[src/rtl/result_rd_arbiter.sv]
// Round-robin arbiter and burst sequencer for the result RAM read port.
// Interlocks result saves so they never land inside a read burst.
module result_rd_arbiter #(
  parameter int unsigned NUM_REQ   = 4,
  parameter int unsigned DW        = 16,
  parameter int unsigned BURST_LEN = 8,
  parameter int unsigned TIMEOUT   = 16,
  parameter int unsigned IDW       = $clog2(NUM_REQ)
) (
  input  logic               clk,
  input  logic               rst,
  input  logic [NUM_REQ-1:0] req,
  output logic [NUM_REQ-1:0] gnt,
  output logic [NUM_REQ-1:0] done,
  output logic               err,
  input  logic               save_req,
  output logic               save_ack,
  output logic               ram_save_sop,
  output logic               ram_rd_sop,
  input  logic               ram_rd_vld,
  input  logic               ram_rd_eop,
  input  logic [DW-1:0]      ram_rd_data,
  output logic               out_vld,
  output logic               out_eop,
  output logic [DW-1:0]      out_data,
  output logic [IDW-1:0]     out_id
);

  localparam int unsigned BCW = $clog2(BURST_LEN) + 1;
  localparam int unsigned TCW = $clog2(TIMEOUT + 1);

  typedef enum logic [1:0] {IDLE, ISSUE, BURST, DRAIN} state_t;

  state_t             state;
  logic [IDW-1:0]     rr_ptr;
  logic [IDW-1:0]     gid;
  logic [BCW-1:0]     bcnt;
  logic [TCW-1:0]     tcnt;

  logic               found_c;
  logic [IDW-1:0]     pick_c;
  logic [NUM_REQ-1:0] onehot_c;
  logic [BCW-1:0]     bcnt_nx_c;
  logic               len_hit_c;

  // First asserted request strictly after the RR pointer, wrapping.
  always_comb begin
    logic [IDW-1:0] idx;
    found_c  = 1'b0;
    pick_c   = rr_ptr;
    onehot_c = '0;
    idx      = rr_ptr;
    for (int i = 0; i < int'(NUM_REQ); i++) begin
      idx = (idx == IDW'(NUM_REQ - 1)) ? '0 : idx + IDW'(1);
      if (!found_c && req[idx]) begin
        found_c = 1'b1;
        pick_c  = idx;
      end
    end
    onehot_c[pick_c] = 1'b1;
  end

  assign bcnt_nx_c = bcnt + BCW'(1);
  assign len_hit_c = (bcnt_nx_c == BCW'(BURST_LEN));

  always_ff @(posedge clk) begin
    if (rst) begin
      state        <= IDLE;
      rr_ptr       <= IDW'(NUM_REQ - 1);
      gid          <= '0;
      bcnt         <= '0;
      tcnt         <= '0;
      gnt          <= '0;
      done         <= '0;
      err          <= 1'b0;
      save_ack     <= 1'b0;
      ram_save_sop <= 1'b0;
      ram_rd_sop   <= 1'b0;
      out_vld      <= 1'b0;
      out_eop      <= 1'b0;
      out_data     <= '0;
      out_id       <= '0;
    end else begin
      done         <= '0;
      err          <= 1'b0;
      save_ack     <= 1'b0;
      ram_save_sop <= 1'b0;
      ram_rd_sop   <= 1'b0;
      out_vld      <= 1'b0;
      out_eop      <= 1'b0;
      case (state)
        // A held save_req is not re-served in the cycle its ack is showing.
        IDLE: begin
          if (!ram_rd_vld) begin
            if (save_req && !save_ack) begin
              ram_save_sop <= 1'b1;
              save_ack     <= 1'b1;
            end else if (found_c) begin
              gnt        <= onehot_c;
              gid        <= pick_c;
              ram_rd_sop <= 1'b1;
              state      <= ISSUE;
            end
          end
        end
        ISSUE: begin
          bcnt  <= '0;
          tcnt  <= '0;
          state <= BURST;
        end
        BURST: begin
          if (ram_rd_vld) begin
            out_vld  <= 1'b1;
            out_data <= ram_rd_data;
            out_id   <= gid;
            out_eop  <= ram_rd_eop || len_hit_c;
            bcnt     <= bcnt_nx_c;
            tcnt     <= '0;
            if (ram_rd_eop || len_hit_c) begin
              err       <= ram_rd_eop ? !len_hit_c : 1'b1;
              done[gid] <= 1'b1;
              gnt       <= '0;
              rr_ptr    <= gid;
              state     <= DRAIN;
            end
          end else if (tcnt == TCW'(TIMEOUT - 1)) begin
            err       <= 1'b1;
            done[gid] <= 1'b1;
            gnt       <= '0;
            rr_ptr    <= gid;
            state     <= DRAIN;
          end else begin
            tcnt <= tcnt + TCW'(1);
          end
        end
        DRAIN: begin
          if (!ram_rd_vld) state <= IDLE;
        end
        default: state <= IDLE;
      endcase
    end
  end

endmodule

[config.mk]
export PLATFORM = sky130hd
export DESIGN_NAME = result_rd_arbiter
export DESIGN_NICKNAME = d
export VERILOG_FILES = /design/src/rtl/result_rd_arbiter.sv
export SDC_FILE = /design/constraint.sdc
export NUM_CORES = 1
export LEC_CHECK = 0
export CAP_MARGIN = 10
export CORE_UTILIZATION = 44
export CTS_CLUSTER_SIZE = 40
export DETAILED_ROUTE_END_ITERATION = 16
export GPL_ROUTABILITY_DRIVEN = 0
export GPL_TIMING_DRIVEN = 1
export PLACE_DENSITY = 0.76
export SLEW_MARGIN = 20
export SYNTH_ARGS = -nofsm -noshare
export SYNTH_HDL_FRONTEND = slang
export SYNTH_SLANG_ARGS = --single-unit
export TNS_END_PERCENT = 5
[constraint.sdc]
create_clock -name clk -period 2.1 [get_ports clk]
set_input_delay 0.525 -clock clk [delete_from_list [all_inputs] [get_ports clk]]
set_output_delay 0.525 -clock clk [all_outputs]
set_load 0.05 [all_outputs]
# Word level (Yosys, flattened, before mapping)
# Cells that the tools add are included.
dict set report word_totals {
  reg_bits 46
  input_bits 25
  elab_cells 134
  output_inout_bits 32
}
dict set report classes {
  bitwise_logic 4
  n_eq_ne 18
  n_mux 57
  reduce_logical 27
  n_lt_le_gt_ge 8
  n_addsub 6
}
# cell count
set ops {}
lappend ops {{$mux W4} 10}
lappend ops {{$mux W2} 18}
lappend ops {{$lt A2 B3 Y1 const B} 6}
lappend ops {{$mux W1} 17}
lappend ops {{$pmux W4 S2} 2}
lappend ops {{$eq A2 B2 Y1 const B} 6}
lappend ops {{$reduce_and A6 Y1} 2}
lappend ops {{$mux W5} 2}
lappend ops {{$ne A2 B2 Y1 const B} 5}
lappend ops {{$pmux W5 S2} 1}
lappend ops {{$ne A3 B3 Y1 const B} 3}
lappend ops {{$add A2 B1 Y2 const B} 4}
lappend ops {{$bmux W1 S2} 4}
lappend ops {{$pmux W2 S4} 1}
lappend ops {{$logic_and A1 B1 Y1} 6}
lappend ops {{$reduce_and A2 Y1} 3}
lappend ops {{$reduce_bool A2 Y1} 3}
lappend ops {{$reduce_or A3 Y1} 2}
lappend ops {{$add A5 B1 Y5 const B} 1}
lappend ops {{$eq A5 B4 Y1 const B} 1}
lappend ops {{$logic_not A1 Y1} 5}
lappend ops {{$add A4 B1 Y4 const B} 1}
lappend ops {{$demux W1 S2} 2}
lappend ops {{$eq A4 B4 Y1 const B} 1}
lappend ops {{10 further kinds} 14}

# Longest topological paths before layout
dict set report logic_depth {
  word_depth 22
  ltp_mapped 9
  ltp_nobuf 9
}

# Least setup slack after synthesis
# Ideal clock, no wire load.
dict set report synth_timing {
  path_kind {reg2reg}
  start {register tcnt[0]}
  end {register gnt[2]}
  path_buffers 0
  required_ns 1.983
  stages_incl_launch_ff 10
  synth_period_minus_slack_ns 2.094
  setup_time_ns 0.117
  arrival_time_ns 1.976
  slack_ns 0.006
  path_cell_list {dfxtp_1 -> ha_1 -> and3_1 -> ha_1 -> nor2b_1 -> o21bai_1 -> o21ai_0 -> o21bai_1 -> nor3_1 -> a32o_1}
}
dict set report synth_via {
  elab_chain_cells 3
}
# item line
set synth_rtl {}
lappend synth_rtl {{start, declared} 38} ;# logic [TCW-1:0] tcnt;
lappend synth_rtl {{start signal, assigned} 133} ;# tcnt <= tcnt + TCW'(1);
lappend synth_rtl {{$eq A5 B4 Y1} 126} ;# end else if (tcnt == TCW'(TIMEOUT - 1)) begin
lappend synth_rtl {{$ne A3 B3 Y1 (no line)} --}
lappend synth_rtl {{$reduce_and A6 Y1 (no line)} --}
lappend synth_rtl {{end signal, assigned} 99} ;# gnt <= onehot_c;
lappend synth_rtl {{end, declared} 13} ;# output logic [NUM_REQ-1:0] gnt,
# No other way between the ends.
# A chain may end at the register's enable or synchronous reset.

# Final worst setup path
dict set report layout_timing {
  start {register tcnt[0]}
  end {register state[0]}
}
dict set report layout_via {
  elab_chain_cells 3
}
# item line
set layout_rtl {}
lappend layout_rtl {{$eq A5 B4 Y1} 126}
lappend layout_rtl {{$ne A3 B3 Y1 (no line)} --}
lappend layout_rtl {{$reduce_and A6 Y1 (no line)} --}
lappend layout_rtl {{end signal, assigned} 124} ;# state <= DRAIN;
lappend layout_rtl {{end signal, assigned} 131} ;# state <= DRAIN;
lappend layout_rtl {{end signal, assigned} 137} ;# if (!ram_rd_vld) state <= IDLE;
lappend layout_rtl {{end, declared} 34} ;# state_t state;
# No other way between the ends.

==> impl_metrics.json <==
{
  "grt_max_degree": 28,
  "ant_nets": 0,
  "drive_above_1_share": 0.1652,
  "ys.flop_type": "dfxtp_1",
  "ys_seq_area_frac": 0.4191,
  "synth_edf_count": 0,
  "wire_per_inst_um": 13.04,
  "dpl.hpwl_mm": 3.897,
  "cts.sinks": 46,
  "cp_cell_sequence": "ha_2, and3_1, ha_1, nor2b_2, o21bai_1, o21ai_1, o21bai_2, buf_4, a21o_1, a21oi_1",
  "io_buffer_count": 56,
  "tritoncts": "yes",
  "cellLeakagePower_uw": 0.001230,
  "max-clock-path-buffers": 2,
  "synth_area_um2": 2197,
  "ctsHtreeMaxLevel": 2,
  "seqCellArea_um2": 925.9,
  "p_int_uw": 1760,
  "max_freq_mhz": 497.2,
  "cpLargestDelayFamily": "compound AO/OA/AOI/OAI gates",
  "global_route.usage.total": 0.2144,
  "layout-area-overhead-vs-synth_pct": 43.74,
  "clk_latency_ns": 0.30,
  "syn_area_per_cell_um2": 8.198,
  "grt_overflow": 0,
  "place_ws_ns": -0.3632,
  "start_util": 0.4621,
  "multi_input_area_um2": 1182,
  "maxSlewViolCount": 0,
  "arrival_ns": 2.24,
  "setup_viol": 0,
  "finalHoldViolations": 0,
  "die_w_um": 72.67,
  "yosys_register_bits": 46,
  "grt-busiest-layer": "met2",
  "synth_cell_type_count": 46,
  "synth_most_common_cell": "nand2_1",
  "drt-initial-drc-count": 222,
  "use_met1": 0.2552,
  "drc": 0,
  "timing.final.crit_share": 0.9577,
  "syn_nets": 302,
  "switching_power_uw": 994.1,
  "yosysTopAreaCellShare": 0.4191,
  "use_met2": 0.3853,
  "crit_fanout": 5,
  "yosys_warnings": 0,
  "root_buffer": "clkbuf_8",
  "ys_async_sr_fraction": 0,
  "firstDrtPassIters": 4,
  "skew_ns": 0.007074,
  "grt_pass1_wl_mm": 8.970,
  "vdd_drop_max_mv": 0.4803,
  "pwr-share-comb": 0.390,
  "fill_cells": 414,
  "synth_top_cells_by_count": "nand2_1, dfxtp_1, a21oi_1, nor2_1, inv_1",
  "powerDensity_nw_per_um2": 872.1,
  "max_stage_delay_ns": 0.36,
  "finalWorstSetupSlack_ns": 0.08874,
  "n_antenna_cell": 0,
  "fp.dieH_um": 72.67,
  "dieArea_um2": 5280,
  "fin_setup_tns_ns": 0,
  "min_path_type": "reg -> reg",
  "yosys.area.top_type": "dfxtp_1",
  "maxCapViolations": 0,
  "totalWireLength_mm": 5.373,
  "finalNetCount": 378,
  "power_frac_clock": 0.241,
  "vias": 2183,
  "crit_required_ns": 2.33,
  "path_class": "reg -> reg",
  "critPathBufInv": 1,
  "antenna_found_initial": 0,
  "rows": 25,
  "end_kind": "register",
  "fin_crit_ns": 2.011,
  "status": "completed",
  "met3_usage": 0.03729,
  "vias_per_cell": 5.299,
  "crit_slowest_cell": "dfxtp_1",
  "io_pins": 57,
  "worst_setup_path_start_kind": "register",
  "relSlewSlack": 0.6460,
  "grt_pass1_vias": 2124,
  "cts_buffers": 5,
  "core_area_um2": 4755,
  "cts.clk_slew.worst_paths_ns": 0.08,
  "p_seq_frac": 0.369,
  "worst_pin_slew_ns": 0.5293,
  "synthTopCellsByArea": "dfxtp_1, nand2_1, a21oi_1",
  "sw_frac_of_total": 0.3610,
  "syn_inst": 268
}
## metal layers
metal / vias up / share of wire
met5: - / 0
met2: 64 / 0.51
li1: 1083 / -
met1: 1025 / 0.42
met4: 0 / 0.016
met3: 11 / 0.047
## stage by stage
step / total power [µW] / area (µm²) / util / instances / hold slack [ns]
floorplan: 1703 / 2197 / - / 268 / 0.4287
global placement: 2046 / 2988 / 0.6284 / 403 / 0.4415
detailed placement: 2064 / 2988 / 0.6284 / 403 / 0.4487
CTS: 2731 / 3102 / 0.6524 / 411 / 0.4605
global route: 2909 / 3158 / 0.6642 / 412 / 0.4813
finish: 2754 / 3158 / 0.6642 / 412 / 0.4577
## final cells by class
cell class / count / area share
clock inverter: 3 / 0.01387
multi-input combinational: 193 / 0.3744
timing repair buffer: 87 / 0.2571
sequential: 46 / 0.2932
tap: 67 / 0.02655
inverter: 11 / 0.01307
clock buffer: 5 / 0.02179
## kinds of logic after synthesis
| logic type | Yosys count | share of synthesized area |
|---|---|---|
| and+or+nand+nor | 110 | 0.2318 |
| xor gates and xnor gates | 1 | 0.003987 |
| AOI/OAI and AO/OA | 67 | 0.1942 |
| buffers and inverters | 29 | 0.06037 |
| DFF | 46 | 0.4191 |
| muxes | 6 | 0.03929 |
| adders and majority gates | 9 | 0.05125 |
## registers in the layout, indices dropped and copies added, names as in the netlist, 2 cells and up
signal	count
out_data	16
tcnt	5
bcnt	4
done	4
gnt	4
gid	2
out_id	2
rr_ptr	2
state	2
## power by group through the flow
| stage | Clock [µW] | Sequential [µW] | Combinational, µW |
|---|---|---|---|
| after CTS | 676 | 1020 | 1040 |
| after detailed placement | 0 | 1030 | 1030 |
| after global placement | 0 | 1030 | 1010 |
| after global routing | 714 | 1030 | 1160 |
| after floorplan | 0 | 1210 | 488 |
| final | 663 | 1020 | 1070 |
## final timing paths
path         slack (ns)   startpoint     endpoint  depth (start not counted)
max                0.09      tcnt[0]     state[0]                         10
min                0.46  out_data[9]  out_data[9]                          2
max reg2reg        0.09      tcnt[0]     state[0]                         10
min reg2reg        0.46  out_data[9]  out_data[9]                          2
## timing repair
action                     4_1_cts  5_1_grt
buffers inserted                 0        1
gates resized for setup          4       15
gates cloned                     0        0
setup endpoints to repair        5        7
pin swaps                        0        1
hold buffers                     0        0
## tightest hold or removal path, stage by stage (launching register included)
cell and delay (ns):
dfxtp_1 0.32, nand2_1 0.05, a21oi_1 0.05
## cells in the final DEF (no fill, tap or decap), types with 2 or more instances in the layout
cell type and instances:
a211oi_1 2, a21o_1 3, a21oi_1 32, a22oi_1 2, a311oi_1 4, a32o_1 2
and3_1 5, buf_4 30, clkbuf_8 5, clkdlybuf4s50_1 52, dfxtp_1 42, dfxtp_2 4
dlymetal6s2s_1 3, ha_1 7, inv_1 11, mux2i_1 3, mux4_2 2, nand2_1 49
nand2b_1 3, nand3_1 7, nor2_1 18, nor2b_1 5, nor3_1 6, nor3b_1 3
nor4_1 2, o211ai_1 2, o21ai_0 4, o21ai_1 2, o22a_1 2, o31ai_1 3
or3_1 2
No activity file was read; power rests on OpenSTA's default activity.
